==> src/rtl/uart_pkg.sv <==
// rtl/uart_pkg.sv - shared state encoding and constants for the ROM-driven UART transmitter
package uart_pkg;

  localparam int   UART_DATA_W     = 8;
  localparam logic UART_IDLE_LEVEL = 1'b1;

  typedef enum logic [2:0] {
    ST_IDLE,
    ST_FETCH,
    ST_LOAD,
    ST_START,
    ST_DATA,
    ST_PARITY,
    ST_STOP
  } uart_state_e;

endpackage

==> src/rtl/uart_baud_tick.sv <==
// rtl/uart_baud_tick.sv - bit-period counter producing a one-cycle tick on its terminal count
module uart_baud_tick #(
  parameter int BAUD_DIV = 434
) (
  input  logic CLOCK,
  input  logic RESET_N,
  input  logic clear,
  output logic tick
);

  localparam int               CNT_W = $clog2(BAUD_DIV);
  localparam logic [CNT_W-1:0] TERM  = CNT_W'(BAUD_DIV - 1);

  logic [CNT_W-1:0] cnt_q;
  logic [CNT_W-1:0] cnt_d;

  // Tick is decoded from the count so it marks the last cycle of each bit; clear wins over counting
  always_comb begin
    tick  = (cnt_q == TERM);
    cnt_d = cnt_q + CNT_W'(1);
    if (clear || tick) begin
      cnt_d = '0;
    end
  end

  // Counter register
  always_ff @(posedge CLOCK or negedge RESET_N) begin
    if (!RESET_N) begin
      cnt_q <= '0;
    end else begin
      cnt_q <= cnt_d;
    end
  end

endmodule

==> src/rtl/uart_rom_tx_seq.sv <==
// rtl/uart_rom_tx_seq.sv - walks the message ROM and sends each byte as 8N1 (even parity with UART_TX_PARITY_EN)
module uart_rom_tx_seq
  import uart_pkg::*;
#(
  parameter int BAUD_DIV = 434,
  parameter int MSG_LEN  = 10,
  parameter int ADDR_W   = 4
) (
  input  logic                   CLOCK,
  input  logic                   RESET_N,
  input  logic                   start,
  output logic [ADDR_W-1:0]      addr,
  input  logic [UART_DATA_W-1:0] rom_data,
  output logic                   tx,
  output logic                   busy,
  output logic                   done
);

  localparam logic [ADDR_W-1:0] LAST_ADDR = ADDR_W'(MSG_LEN - 1);

  uart_state_e            state_q, state_d;
  logic [ADDR_W-1:0]      addr_q, addr_d;
  logic                   busy_q, busy_d;
  logic                   done_q, done_d;
  logic                   tx_q, tx_d;
  logic [UART_DATA_W-1:0] shift_q, shift_d;
  logic [2:0]             bit_cnt_q, bit_cnt_d;
`ifdef UART_TX_PARITY_EN
  logic                   parity_q, parity_d;
`endif
  logic                   tick;
  logic                   baud_clear;
  logic                   accept;
  logic                   last_bit;

  // A start coinciding with the done pulse is dropped so each message needs a fresh request
  assign accept   = (state_q == ST_IDLE) && start && !done_q;
  assign last_bit = (bit_cnt_q == 3'd7);

  uart_baud_tick #(
    .BAUD_DIV(BAUD_DIV)
  ) u_baud (
    .CLOCK  (CLOCK),
    .RESET_N(RESET_N),
    .clear  (baud_clear),
    .tick   (tick)
  );

  // State and datapath registers; tx resets straight to the idle level
  always_ff @(posedge CLOCK or negedge RESET_N) begin
    if (!RESET_N) begin
      state_q   <= ST_IDLE;
      addr_q    <= '0;
      busy_q    <= 1'b0;
      done_q    <= 1'b0;
      tx_q      <= UART_IDLE_LEVEL;
      shift_q   <= '0;
      bit_cnt_q <= '0;
`ifdef UART_TX_PARITY_EN
      parity_q  <= 1'b0;
`endif
    end else begin
      state_q   <= state_d;
      addr_q    <= addr_d;
      busy_q    <= busy_d;
      done_q    <= done_d;
      tx_q      <= tx_d;
      shift_q   <= shift_d;
      bit_cnt_q <= bit_cnt_d;
`ifdef UART_TX_PARITY_EN
      parity_q  <= parity_d;
`endif
    end
  end

  // Next-state selection; FETCH and LOAD are fixed single cycles around the ROM read latency
  always_comb begin
    state_d = state_q;
    case (state_q)
      ST_IDLE:   if (accept) state_d = ST_FETCH;
      ST_FETCH:  state_d = ST_LOAD;
      ST_LOAD:   state_d = ST_START;
      ST_START:  if (tick) state_d = ST_DATA;
`ifdef UART_TX_PARITY_EN
      ST_DATA:   if (tick && last_bit) state_d = ST_PARITY;
      ST_PARITY: if (tick) state_d = ST_STOP;
`else
      ST_DATA:   if (tick && last_bit) state_d = ST_STOP;
`endif
      ST_STOP:   if (tick) state_d = (addr_q == LAST_ADDR) ? ST_IDLE : ST_FETCH;
      default:   state_d = ST_IDLE;
    endcase
  end

  // Datapath updates; tx_d always carries the level for the next bit so tx stays a plain flop
  always_comb begin
    addr_d     = addr_q;
    busy_d     = busy_q;
    done_d     = 1'b0;
    tx_d       = tx_q;
    shift_d    = shift_q;
    bit_cnt_d  = bit_cnt_q;
    baud_clear = 1'b0;
`ifdef UART_TX_PARITY_EN
    parity_d   = parity_q;
`endif
    case (state_q)
      ST_IDLE: begin
        tx_d = UART_IDLE_LEVEL;
        if (accept) begin
          addr_d = '0;
          busy_d = 1'b1;
        end
      end
      ST_LOAD: begin
        shift_d    = rom_data;
        baud_clear = 1'b1;
        tx_d       = 1'b0;
`ifdef UART_TX_PARITY_EN
        parity_d   = ^rom_data;
`endif
      end
      ST_START: begin
        if (tick) begin
          tx_d      = shift_q[0];
          bit_cnt_d = '0;
        end
      end
      ST_DATA: begin
        if (tick) begin
          shift_d = shift_q >> 1;
          if (last_bit) begin
`ifdef UART_TX_PARITY_EN
            tx_d = parity_q;
`else
            tx_d = UART_IDLE_LEVEL;
`endif
          end else begin
            bit_cnt_d = bit_cnt_q + 3'd1;
            tx_d      = shift_q[1];
          end
        end
      end
`ifdef UART_TX_PARITY_EN
      ST_PARITY: begin
        if (tick) tx_d = UART_IDLE_LEVEL;
      end
`endif
      ST_STOP: begin
        if (tick) begin
          if (addr_q == LAST_ADDR) begin
            done_d = 1'b1;
            busy_d = 1'b0;
            addr_d = '0;
          end else begin
            addr_d = addr_q + ADDR_W'(1);
          end
        end
      end
      default: begin
        tx_d = tx_q;
      end
    endcase
  end

  assign addr = addr_q;
  assign tx   = tx_q;
  assign busy = busy_q;
  assign done = done_q;

endmodule

==> config.mk <==
export PLATFORM = sky130hd
export DESIGN_NAME = uart_rom_tx_seq
export DESIGN_NICKNAME = d
export VERILOG_FILES = /design/src/rtl/uart_pkg.sv /design/src/rtl/uart_baud_tick.sv /design/src/rtl/uart_rom_tx_seq.sv
export SDC_FILE = /design/constraint.sdc
export NUM_CORES = 1
export LEC_CHECK = 0
export CORE_ASPECT_RATIO = 0.75
export CORE_MARGIN = 2
export CORE_UTILIZATION = 43
export DETAILED_ROUTE_END_ITERATION = 7
export PLACE_DENSITY = 0.73
export SLEW_MARGIN = 30
export SYNTH_ARGS = -nofsm -noshare
export SYNTH_HDL_FRONTEND = slang
export SYNTH_SLANG_ARGS = --single-unit
export TNS_END_PERCENT = 20
==> constraint.sdc <==
create_clock -name CLOCK -period 4.3 [get_ports CLOCK]
set_input_delay 0.645 -clock CLOCK [delete_from_list [all_inputs] [get_ports CLOCK]]
set_output_delay 0.645 -clock CLOCK [all_outputs]
set_load 0.005 [all_outputs]
# Yosys cells after proc, flatten, opt, wreduce, memory -nomap -nowiden
# Cells that the tools add are included.
[totals]
latchBits = 0
romBits = 0
output_inout_bits = 7
wordCells = 71
regBits = 30
n_memories = 0
mem_bits_rw = 0
inputBits = 11
[op_classes]
n_mux = 29
n_addsub = 3
n_eq_ne = 15
div_mod_pow = 0
mul = 0
n_bitwise = 0
n_shift = 0
order_cmp = 0
n_reduce_logical = 16
[ops]
columns = ["operator", "n"]
rows = [
  ["2-to-1 mux 3 bit", 7],
  ["one-hot mux 3 bit (6 select lines)", 1],
  ["one-hot mux 8 bit (2 select lines)", 1],
  ["inequality test 2 bit, second input constant", 7],
  ["2-to-1 mux 4 bit", 3],
  ["AND reduction 4 bit", 3],
  ["2-to-1 mux 1 bit", 11],
  ["adder 9 x 1 -> 9 bit, second input constant", 1],
  ["== test 3 bit, second input constant", 3],
  ["== test 9 bit, second input constant", 1],
  ["2-to-1 mux 9 bit", 1],
  ["2-to-1 mux 8 bit", 1],
  ["one-hot mux 4 bit (2 select lines)", 1],
  ["== test 3 x 2 -> 1 bit, second input constant", 2],
  ["one-hot mux 3 bit (2 select lines)", 1],
  ["AND reduction 3 bit", 2],
  ["nonzero test 2 bit", 3],
  ["adder 4 x 1 -> 4 bit, second input constant", 1],
  ["== test 4 bit, second input constant", 1],
  ["one-hot mux 1 bit (4 select lines)", 1],
  ["nonzero test 4 bit", 1],
  ["adder 3 x 1 -> 3 bit, second input constant", 1],
  ["== test 3 x 1 -> 1 bit, second input constant", 1],
  ["logical AND 1 bit", 3],
  ["5 further kinds", 5],
]

# Longest topological paths before layout
# Gate-level depths: netlist (run 1).
[depth]
ltp_word = 5
depth_mapped = 7
ltp_nobuf = 6

# Modules after synthesis
# From an unflattened synthesis (run 1), not the netlist that was laid out.
[hier_totals]
hier_cells = 162
area_unflattened_um2 = 1610.3
[by_module_without_submodules]
columns = ["module", "seq_area_each_um2", "area_each_um2", "cells_each", "n_inst"]
rows = [
  ["uart_rom_tx_seq", 526.8, 1124.8, 114, 1],
  ["uart_baud_tick", 225.2, 485.5, 48, 1],
]

# Least setup slack after synthesis (run 1)
# No wires, ideal clock.
[synth_path]
kind = "register to register"
start = "register u_baud.cnt_q[2]"
end = "register addr_q[3] (netlist: addr[3])"
path_buffers = 1
setup_ns = 0.119
arrival_time_ns = 1.632
t_required_ns = 4.181
period_less_slack_ns = 1.751
stages_incl_launch_ff = 6
setup_slack_ns = 2.549
cell_sequence = "dfrtp_1 or4b_4 or3_1 clkbuf_2 a21oi_1 nor2_1"
[synth_between]
elab_chain_len = 3
[synth_lines]
columns = ["item", "line_no", "rtl"]
rows = [
  ["start: declaration", "uart_baud_tick.sv:14", "logic [CNT_W-1:0] cnt_q;"],
  ["start signal: assignment", "uart_baud_tick.sv:31", "cnt_q <= cnt_d;"],
  ["== test 9 bit", "uart_baud_tick.sv:19", "tick = (cnt_q == TERM);"],
  ["inequality test 2 bit (no source line)", "--", ""],
  ["AND reduction 3 bit (no source line)", "--", ""],
  ["end signal: assignment", "uart_rom_tx_seq.sv:64", "addr_q <= addr_d;"],
  ["end: declaration", "uart_rom_tx_seq.sv:22", "logic [ADDR_W-1:0] addr_q, addr_d;"],
]
# No other way between the ends.
# A chain may end at the register's enable or synchronous reset.

# Final worst setup path (run 1)
[layout_path]
start = "register bit_cnt_q[0]"
end = "register bit_cnt_q[0]"
[layout_between]
elab_chain_len = 4
word_cells_on_any_way = 7
cone_classes = "1 x add/sub; 2 x eq/ne; 3 x mux; 1 x reduce/logical"
[layout_lines]
columns = ["item", "line_no", "rtl"]
rows = [
  ["start: declaration", "uart_rom_tx_seq.sv:27", "logic [2:0] bit_cnt_q, bit_cnt_d;"],
  ["start signal: assignment", "uart_rom_tx_seq.sv:69", "bit_cnt_q <= bit_cnt_d;"],
  ["adder 3 x 1 -> 3 bit", "uart_rom_tx_seq.sv:139", "bit_cnt_d = bit_cnt_q + 3'd1;"],
  ["2-to-1 mux 3 bit", "uart_rom_tx_seq.sv:132", "if (last_bit) begin"],
  ["2-to-1 mux 3 bit", "uart_rom_tx_seq.sv:130", "if (tick) begin"],
  ["one-hot mux 3 bit (2 select lines)", "uart_rom_tx_seq.sv:107", "case (state_q)"],
]
# Parallel ways exist; a longest one is shown, timed or not. The select of a mux whose other input is x is not followed.

==> results.md, run 1 <==
- The final cycle utilization of the critical path is 0.475.
- The number of hold buffers added after CTS was 0.
- The kind of cell with the highest combined delay on the critical path is simple AND/OR/NAND/NOR gates.
- Static timing analysis puts the maximum clock frequency at 490 MHz.
- The initial antenna violation count is 0.
- Before antenna repair, the detailed router went through 4 iterations.
- Routability-driven placement finished with a final weighted congestion of 0.938.
- CTS saw 30 sinks.
- The final count of negative-setup-slack endpoints is 0.
- The mapped netlist covers 1550 sq um.
- The depth of the CTS H-tree is 2.
- The via count normalized by instance count is 5.58.
- The critical path goes through ha_1 > ha_1 > nor3b_1 > nor2_1 > a41oi_1 > o22ai_1.
- The largest driver fanout on the critical path is 7.
- The core region is 3360 sq um.
- The highest-delay cell along the critical path is nor3b_1.
- The number of remaining DRC errors is 0.
- The HPWL after detailed placement is 2200 um.
- The total power divided by cell area is 285 nW/um^2.
- The average instance in the mapped netlist occupies 9.72 sq um.
- The CTS tree is done.
- In this design, the critical path's most frequently occurring cell is ha_1.
- The critical path is of the reg2reg type.
- The root buffer cell is clkbuf_8.
- The number of nets in the finished design is 195.
- The die width is 73.2 um.
- The relative area change from synthesis to final layout is 18.5%.
- The buffer count from post-CTS setup fixing is 0.
- The final hold violation count is 0.
- Entering global routing, the biggest net connects 31 pins.
- For this configuration, the core starts out at a cell density of 0.460.
- The library cell used most frequently in the layout, excluding fill and tap cells, is dfrtp_1.
- On the final layout, the worst clock skew is 0.00646 ns.
- The number of warnings reported in the yosys synthesis log is 0.
- The number of max-slew violations in the final report came to 0.
- The top cell types in the final layout, fill and taps aside, are dfrtp_1, nor2_1, clkdlybuf4s50_1.
- The final setup TNS is 0 ns.
- The worst setup path is captured at a register.
- The multi-input combinational cells in the finished layout cover a total of 732 sq um.
- The critical path data required time is 4.45 ns.
- The time the worst path needs with I/O delays and setup is 2.04 ns.
- For this run, the share of the core covered by cells in the final layout is 0.546.
- The total leakage power is 0.000798 uW.
- Measured against its own limit, the worst slew margin works out to 0.472.
- The data arrival at the endpoint of the critical path is 2.19 ns.
- In this run, synthesis produced a sequential element count of 30.
- The via count of the routed design is 1223.
- The total of max-cap violations is 0.
- The count of buffers added on input and output ports is 17.
- The first global-routing pass estimated 5160 um of wire.
- The number of nets in the synthesized netlist is 176.
- The area occupied by registers is 752 sq um.
- Setup repair after global routing left no endpoint under its margin.
- The clock insertion delay at the later pin of the skew report is 0.28 ns.
- The antenna violation net count after detailed routing is 0.
- The clock transition at the register clock pins on the worst setup and hold paths after CTS is 0.06 ns.
- In this run the deepest clock path goes through 2 buffers.
- The remaining global-route overflow is 0.
- For this design the top-level I/O count stands at 18.
- Row generation in the floorplan step produced 18 rows.
- Counting the buffers created by CTS gives 5.
- The post-cts sizing count is 0.
- The delay contributed by the slowest stage of the critical path is 0.65 ns.
- The flow ran to the end, and the final reports show no timing, DRC or antenna violations.
- STA classifies the critical path startpoint as a register.
- The sequential cell area fraction in the yosys report is 0.487.
- The number of global-route vias before repair is 1137.
- The count of inserted antenna diode cells is 0.
- IR analysis of the VDD net gives a maximum drop of 158 uV.
- For this run, the total global-route usage over all layers was measured as 0.165.
- From bottom edge to top edge, the die measures 55.9 um.
- The detailed router's first-iteration violation count is 124.
- The routed wire length per instance is 13.8 um.
- In the final layout, the share of cells above drive strength 1 is 0.0615.
- The sum of routed wire length over all layers is 3020 um.
- The die covers 4090 sq um.
- Counting distinct cell types in the post-synthesis netlist gives 37.
- The cell count after synthesis came out at 159.
- The type of the most critical hold path is reg2reg.
- The number of buffers and inverters on the critical path is 0.
- For the pin with the worst max-slew slack, the measured transition is 0.790 ns.
- Fill cells in the final layout number 301.
routing by layer:
layer  routed length [um]  share of wire  vias to the layer above  GRT usage
met2                 1330           0.44                       24      0.223
met4                   72          0.024                        0     0.0820
met5                    0              0                        -          0
met3                  121          0.040                        9     0.0507
met1                 1490           0.49                      590      0.237
li1                     -              -                      600          -
area by class of cell:
class | count | area share
clock buffer | 6 | 0.0396
clock inverter | 2 | 0.00546
inverter | 10 | 0.0205
multi-input combinational | 113 | 0.400
sequential | 30 | 0.411
tap | 40 | 0.0273
timing repair buffer | 18 | 0.0970
worst paths after layout:
kind	cells after the start	from	end	slack, ns
worst max-delay path	6	bit_cnt_q[0]	bit_cnt_q[0]	2.26
max in group asynchronous	2	RESET_N	tx	3.23
worst min register to register	2	tx	tx	0.49
worst min-delay path	2	tx	tx	0.49
min in group asynchronous	2	RESET_N	state_q[1]	0.75
worst max register to register	6	bit_cnt_q[0]	bit_cnt_q[0]	2.26
per-stage QoR:
| step | power [uW] | instances | hold WS [ns] | setup WS (ns) | instance area (sq um) |
|---|---|---|---|---|---|
| finish | 522 | 219 | 0.490 | 2.26 | 1830 |
| global route | 547 | 219 | 0.509 | 2.16 | 1830 |
| CTS | 527 | 219 | 0.493 | 2.30 | 1830 |
| detailed placement | 314 | 211 | 0.479 | 2.32 | 1750 |
| global placement | 313 | 211 | 0.474 | 2.34 | 1750 |
| floorplan | 297 | 159 | 0.349 | 2.55 | 1550 |
power breakdown:
part / switching (uW) / internal, uW
Combinational: 8.12 / 11.8
Sequential: 2.43 / 286
Clock: 101 / 112
cells by family (layout without fill, tap and decap cells):
logic type      Yosys count  in the layout  share of synthesized area
flops                    30             30                      0.487
buf+inv                  16             36                     0.0397
fa+ha+maj                 6              6                     0.0486
simple gates             62             62                      0.211
xor+xnor                  7              7                     0.0397
compound gates           38             38                      0.175
cells in the mapped netlist:
cell type	n	area share
a21boi_0	1	0.0049
a21oi_1	6	0.019
a221oi_1	1	0.0057
a22o_1	1	0.0057
a31oi_1	2	0.0081
a32oi_1	1	0.0057
a41oi_1	1	0.0057
and2_1	1	0.0041
and3_1	2	0.0081
and3b_1	1	0.0057
and4_1	1	0.0057
clkbuf_1	5	0.012
clkbuf_2	1	0.0032
dfrtp_1	29	0.47
dfstp_2	1	0.017
ha_1	6	0.049
inv_1	10	0.024
nand2_1	9	0.022
nand2b_1	2	0.0081
nand3_1	8	0.026
nand3b_1	3	0.015
nand4_1	3	0.012
nor2_1	22	0.053
nor2b_1	2	0.0081
nor3_1	2	0.0065
nor3b_1	2	0.0097
nor4b_2	1	0.0097
o21a_1	7	0.034
o21ai_0	3	0.0097
o221ai_1	1	0.0057
o22a_1	7	0.040
o22ai_1	4	0.016
o31ai_1	3	0.015
or3_1	2	0.0081
or4b_4	1	0.0089
xnor2_1	6	0.034
xor2_1	1	0.0057
worst register-to-register path: cells and delay by family (launching register included):
kind            cells  cell delay, ns
simple gates        2            0.73
flops               1            0.39
fa+ha+maj           2            0.41
compound gates      2            0.39
flip-flops by register name, summed over array words and instances (netlist names):
register,count
addr,4
bit_cnt_q,3
busy,1
done,1
shift_q,8
state_q,3
tx,1
u_baud.cnt_q,9
Power figures use the tool's default switching activity.
==> run 2: changes to the inputs <==
==> constraint.sdc (replaced) <==
create_clock -name CLOCK -period 2.02 [get_ports CLOCK]
set_input_delay 0.303 -clock CLOCK [delete_from_list [all_inputs] [get_ports CLOCK]]
set_output_delay 0.303 -clock CLOCK [all_outputs]
set_load 0.005 [all_outputs]
==> results.md, run 2 (synthesis results as in run 1) <==
- The count of clock tree sinks is 30 (unchanged).
- The detailed router's first-iteration violation count is 84 (was 124).
- The count of inserted antenna diode cells came to 0 (unchanged).
- The cell count of the worst reg-to-reg path is 3 (was 6).
- The register-to-register setup slack came to 0.18 ns (was 2.26 ns).
- The critical path data required time is 2.20 ns (was 4.45 ns).
- The first-pass detailed-route iteration total is 4 (unchanged).
- The time the worst path needs with I/O delays and setup is 1.84 ns (was 2.04 ns).
- The data arrival at the endpoint of the critical path is 2.02 ns (was 2.19 ns).
- Commonest cells after routing, fill and taps aside: dfrtp_1, nor2_1, clkdlybuf4s50_1 (unchanged).
- The clock insertion delay at the later pin of the skew report is 0.28 ns (about the same).
- The most common library cell in the layout ignoring fill and taps was dfrtp_1 (unchanged).
- The actual transition at the worst max-transition pin is 0.374 ns (was 0.790 ns).
- The power dissipated by switching net loads is 239 uW (was 112 uW).
- The placer's final routability congestion estimate came to 0.880 (was 0.938).
- The buffer count from post-CTS setup fixing is 0 (unchanged).
- The number of placed I/O pins is 18 (unchanged).
- The internal power of the cells is 909 uW (was 410 uW).
- The element type at the critical path end is a register (unchanged).
- The final hold violation count is 0 (unchanged).
- The worst setup skew after layout is 0.00619 ns (was 0.00646 ns).
- The combinational share of power came to 0.037 (was 0.038).
- The number of nets in the finished design is 198 (was 195).
- The initial antenna violation count is 0 (unchanged).
- The end of the worst register-to-register path is addr[1] (was bit_cnt_q[0]).
- The category of the most critical setup path is reg2reg (unchanged).
- The origin of the worst setup path is u_baud.cnt_q[2] (was bit_cnt_q[0]).
- The height of the die was 55.9 um (unchanged).
- The area of the die came to 4090 sq um (unchanged).
- The final cycle utilization of the critical path is 0.911 (was 0.475).
- The maximum number of pins on one net before global-route repair came to 31 (unchanged).
- The number of max-slew violations in the final report is 0 (unchanged).
- The cts-stage hold buffer count is 0 (unchanged).
- Result of the run: finished, final reports clean (unchanged).
- The relative area change from synthesis to final layout is 20.6% (was 18.5%).
- The number of standard-cell rows in the floorplan is 18 (unchanged).
- The number of global-route vias before repair came to 1140 (was 1137).
- The layout cell share with drive strength beyond 1 is 0.0769 (was 0.0615).
- The HPWL after detailed placement came to 2300 um (was 2200 um).
- The start of the worst register-to-register path is u_baud.cnt_q[2] (was bit_cnt_q[0]).
- The depth of the CTS H-tree was 2 (unchanged).
- The register share of total power is 0.535 (was 0.554).
- The headroom to the max-slew limit is 0.750 (was 0.472).
- The die width is 73.2 um (unchanged).
- The root buffer cell is clkbuf_8 (unchanged).
- The post-cts sizing count is 0 (unchanged).
- The effective utilization at floorplan is 0.460 (unchanged).
- The area of placed instances is 1770 sq um (was 1750 sq um).
- Setup repair after global routing missed its margin: false (unchanged).
- The overall routing resource usage was 0.163 (was 0.165).
- The total leakage power is 0.000816 uW (was 0.000798 uW).
- The total of max-cap violations is 0 (unchanged).
- The switching part of the total is 0.208 (was 0.214).
- The hold slack is 0.399 ns (was 0.490 ns).
- The area of all placed cells without fillers is 1860 sq um (was 1830 sq um).
- The type of the most critical hold path is in2async (was reg2reg).
- The via count normalized by instance count is 5.59 (was 5.58).
- The via count of the routed design came to 1241 (was 1223).
- The routed wire length per instance is 13.9 um (was 13.8 um).
- The CTS tree is done (unchanged).
- The final count of negative-setup-slack endpoints is 0 (unchanged).
- The number of clock buffers inserted by TritonCTS is 5 (unchanged).
- The number of flip-flops in the largest register is 9 (unchanged).
- The core footprint is 3360 sq um (unchanged).
- The sum of routed wire length over all layers was 3090 um (was 3020 um).
- The register ranked first by flip-flop count is u_baud.cnt_q (unchanged).
- The clock network power share came to 0.428 (was 0.408).
- The final setup TNS is 0 ns (unchanged).
- The wire length of the first global-routing pass is 5160 um (unchanged).
- The achievable clock frequency is 543 MHz (was 490 MHz).
- The total power divided by cell area is 616 nW/um^2 (was 285 nW/um^2).
- The number of port buffers came to 17 (unchanged).
- The worst setup path endpoint is addr[1] (was bit_cnt_q[0]).
- The remaining global-route overflow is 0 (unchanged).
- The antenna violation net count after detailed routing came to 0 (unchanged).
- The largest vdd supply drop is 355 uV (was 158 uV).
- The largest driver fanout on the critical path is 6 (was 7).
- The number of buffers on the longest clock path is 2 (unchanged).
- The startpoint type of the worst setup path is a register (unchanged).
- The number of remaining DRC errors is 0 (unchanged).
- The clock transition at the register clock pins on the worst setup and hold paths after CTS is 0.06 ns (about the same).
-- run 2: cell types whose count changed in the layout (fill, tap and decap cells not counted) --
cell / previous run / this run
clkbuf_8: 5 / 6
clkinv_2: 2 / 1
buf_4: 1 / 4
-- run 2: through the flow --
stage	instances	worst slack [ns]	utilization	total power (uW)
2_1_floorplan	159	0.269	-	633
3_3_place_gp	214	0.263	0.528	667
3_5_place_dp	214	0.187	0.528	668
4_1_cts	222	0.178	0.555	1150
5_1_grt	222	0.104	0.555	1190
6_report	222	0.179	0.555	1150
-- run 2: how the worst min path moves through the flow --
stage | start | endpoint | cells past startpoint
detailed placement | shift_q[3] | shift_q[3] | 1
finish | RESET_N | busy | 2
floorplan | RESET_N | addr[0] | 0
CTS | RESET_N | busy | 2
global route | RESET_N | done | 2
global placement | shift_q[2] | shift_q[2] | 1
-- run 2: power by group through the flow --
stage | Combinational, uW | Sequential, uW | Clock, uW
5_1_grt | 47.8 | 615 | 529
6_report | 42.0 | 614 | 492
4_1_cts | 43.6 | 614 | 497
3_5_place_dp | 43.4 | 625 | 0
2_1_floorplan | 9.29 | 624 | 0
3_3_place_gp | 42.5 | 624 | 0
-- run 2: per-layer routing --
layer	up-vias	wire, um	track usage
li1	608	-	-
met1	603	1490	0.238
met2	28	1440	0.223
met3	2	151	0.0543
met4	0	16	0.0556
met5	-	0	0
-- run 2: area by class of cell --
cell class | instances | area [sq um]
tap | 40 | 50.0
multi-input combinational | 113 | 732
timing repair buffer | 21 | 200
inverter | 10 | 37.5
clock inverter | 1 | 5.00
sequential | 30 | 752
clock buffer | 7 | 86.3
fill | 280 | 1490
-- run 2: critical path, cell delays in order (launching register included) --
cell and delay (ns):
dfrtp_1 0.45, or4b_4 0.57, or3_1 0.48, o31ai_1 0.25
==> edit (flow settings as in run 2) <==
Build with the macro `UART_TX_PARITY_EN` defined.
--- a/src/rtl/uart_rom_tx_seq.sv
+++ b/src/rtl/uart_rom_tx_seq.sv
@@ -1,2 +1,4 @@
 // rtl/uart_rom_tx_seq.sv - walks the message ROM and sends each byte as 8N1 (even parity with UART_TX_PARITY_EN)
+`define UART_TX_PARITY_EN
+
 module uart_rom_tx_seq
Function: same outputs for any inputs over 10 cycles, from zero or initial values and one cycle with RESET_N low; that may be too few to reach the edited logic, so the function may still have changed.
==> edit against run 2 <==
- setup slack worse by 0.022 ns
- wire length up 12%
- die area up 11%
- sequential cell count up 1
- area after synthesis up 12%
- design area up 13%
- worst hold slack better by 0.0074 ns
- critical path depth up 1
- largest cell class is now multi-input gates
Power is not compared: it rests on default switching activity, and its combinational part moved more than twofold at a synthesized area within 25%.
==> edit: results (changes against run 2) <==
** Run status
- Result of the run :: finished clean (unchanged)

** Drt
- DRT Wirelength :: 3467 um (was 3094 um)
- First DRT Iteration DRCs :: 52 (was 84)
- The first-pass detailed-route iteration total was 4 (unchanged).
- The routed via count is 1293 (was 1241).

** Setup path
- The maximum cell stage delay along the critical path was 0.45 ns (was 0.57 ns).
- The cell with the largest stage delay on the worst path is nor4b_4 (was or4b_4).
- Path depth of the worst reg2reg path :: 4 (was 3)
- The maximum net fanout on the critical path is 7 (was 6).

** STA
- Slew Limit Headroom :: 0.7249 (was 0.7498)
- The worst-case clock skew was 0.004803 ns (was 0.006189 ns).
- The total count of max-transition violations in the final report came to 0 (unchanged).

** CTS
- CTS root buf :: clkbuf_8 (unchanged)
- Num CTS Buffers :: 5 (unchanged)
- The largest buffer count on any clock path was 2 (unchanged).
- The H-tree level count was 2 (unchanged).
- The clock latency reported for the late side of the worst-skew pair was 0.28 ns (about the same).
- The clock-pin slew on the worst setup and hold paths is 0.06 ns (about the same).

** Power
- Net switching component of the power :: roughly 800 uW
- Static leakage power :: 0.8740 nW
- Across the VDD grid, the largest voltage drop is ~0.00053 V.

** Global routing
- The global-route usage over all layers is 0.1689 (was 0.1626).
- Maximum number of pins on one net before global-route repair :: 32 (was 31)
- Via count of the first global-routing pass :: 1227 (was 1140)
- Global-route wire length before repair :: 5865 um (was 5161 um)
- The number of antenna violations at the first check in global routing was 0 (unchanged).

** Final layout
- The register with the highest flop count was u_baud.cnt_q (unchanged).
- Share of final-layout standard cells stronger than drive strength 1 :: 0.2169 (was 0.07692)
- Max reg flops :: 9 (unchanged)
- Fill count :: 344 (was 280)
- The antenna diode count was 0 (unchanged).
- Nets :: 205 (was 198)

** Synth
- The total of warnings raised by yosys came to 0 (unchanged).
- Cell type contributing the most total cell area after synthesis :: dfrtp_1 (unchanged)
- Most frequent cells after synthesis: dfrtp_1, nor2_1, mux2_2 (was dfrtp_1, nor2_1, inv_1).
- Most area-consuming cells after synthesis :: dfrtp_1, mux2_2, xnor2_1 (was dfrtp_1, nor2_1, ha_1)
- Netlist cell types :: 48 (was 37)
- Proportion of register bits with asynchronous set or reset after synthesis :: 1.000 (unchanged)
- The net count of the mapped netlist is 177 (was 176).
- The portion of the post-synthesis area used by sequential elements is 0.4484 (was 0.4866).

** Place
- Placed Instance Area :: 2009 um2 (was 1772 um2)
- The number of buffers inserted by port buffering came to 17 (unchanged).
- Final estimated routing congestion in global placement :: 0.9064 (was 0.8797)
- The half-perimeter wire length after placement was 2541 um (was 2295 um).

** Min path
- The worst hold path class is input pin to async pin (unchanged).
[edit: timing repair]
item	CTS	global route
endpoints found under the hold margin	0	0
gates resized for setup	0	2
setup buffers	0	0
endpoints found under the setup margin	0	6
[edit: worst max-delay path, delay by kind of cell (launching register included)]
family	cells	cell delay (ns)
muxes	1	0.38
AOI/OAI and AO/OA	1	0.30
DFF	1	0.44
and+or+nand+nor	2	0.62
[edit: routing by layer]
metal	share of wire	vias to the layer above	global-route usage	wire [um]
met1	0.49	640	0.2242	1713
met5	0	-	0	0
met2	0.45	19	0.2658	1571
li1	-	625	-	-
met4	0.022	0	0.08163	78
met3	0.030	9	0.03963	104
[edit: metrics by stage]
stage	cells	setup WS [ns]
2_1_floorplan	160	0.2730
3_3_place_gp	233	0.1148
3_5_place_dp	233	0.02456
4_1_cts	241	0.1033
5_1_grt	241	0.005494
6_report	241	0.1570
[edit: cells by family (layout without fill, tap and decap cells)]
logic type,Yosys count,after routing,synth area share
adders and majority gates,6,6,0.04332
and+or+nand+nor,52,52,0.1762
DFF,31,31,0.4484
xor gates and xnor gates,14,14,0.07076
buffers and inverters,13,42,0.03466
AOI/OAI and AO/OA,29,29,0.1300
muxes,15,15,0.09675
[edit: power by group through the flow]
stage                     Clock [mW]  Sequential, mW  Combinational [mW]
final                          0.538            1.02               0.839
after global routing           0.576            1.04               0.953
after CTS                      0.551            1.01               0.839
after detailed placement           0            1.02               0.834
after global placement             0            1.00               0.802
after floorplan                    0           0.974               0.614
[edit: path summary, 6_finish.rpt]
kind	startpoint	slack, ns	end
min in group CLOCK	shift_q[4]	0.50	shift_q[4]
max in group asynchronous	RESET_N	1.29	tx
hold / removal	RESET_N	0.41	u_baud.cnt_q[2]
setup reg to reg	u_baud.cnt_q[2]	0.16	shift_q[3]
setup / recovery	u_baud.cnt_q[2]	0.16	shift_q[3]
hold reg to reg	shift_q[4]	0.50	shift_q[4]
[edit: final cells by class]
cell class	count	area [um2]	share of cell area
Multi-Input combinational cell	116	900.9	0.4260
Inverter	7	26.28	0.01243
Sequential cell	31	777.0	0.3675
Clock buffer	8	100.1	0.04734
Tap cell	52	65.06	0.03077
Timing Repair Buffer	27	245.2	0.1160
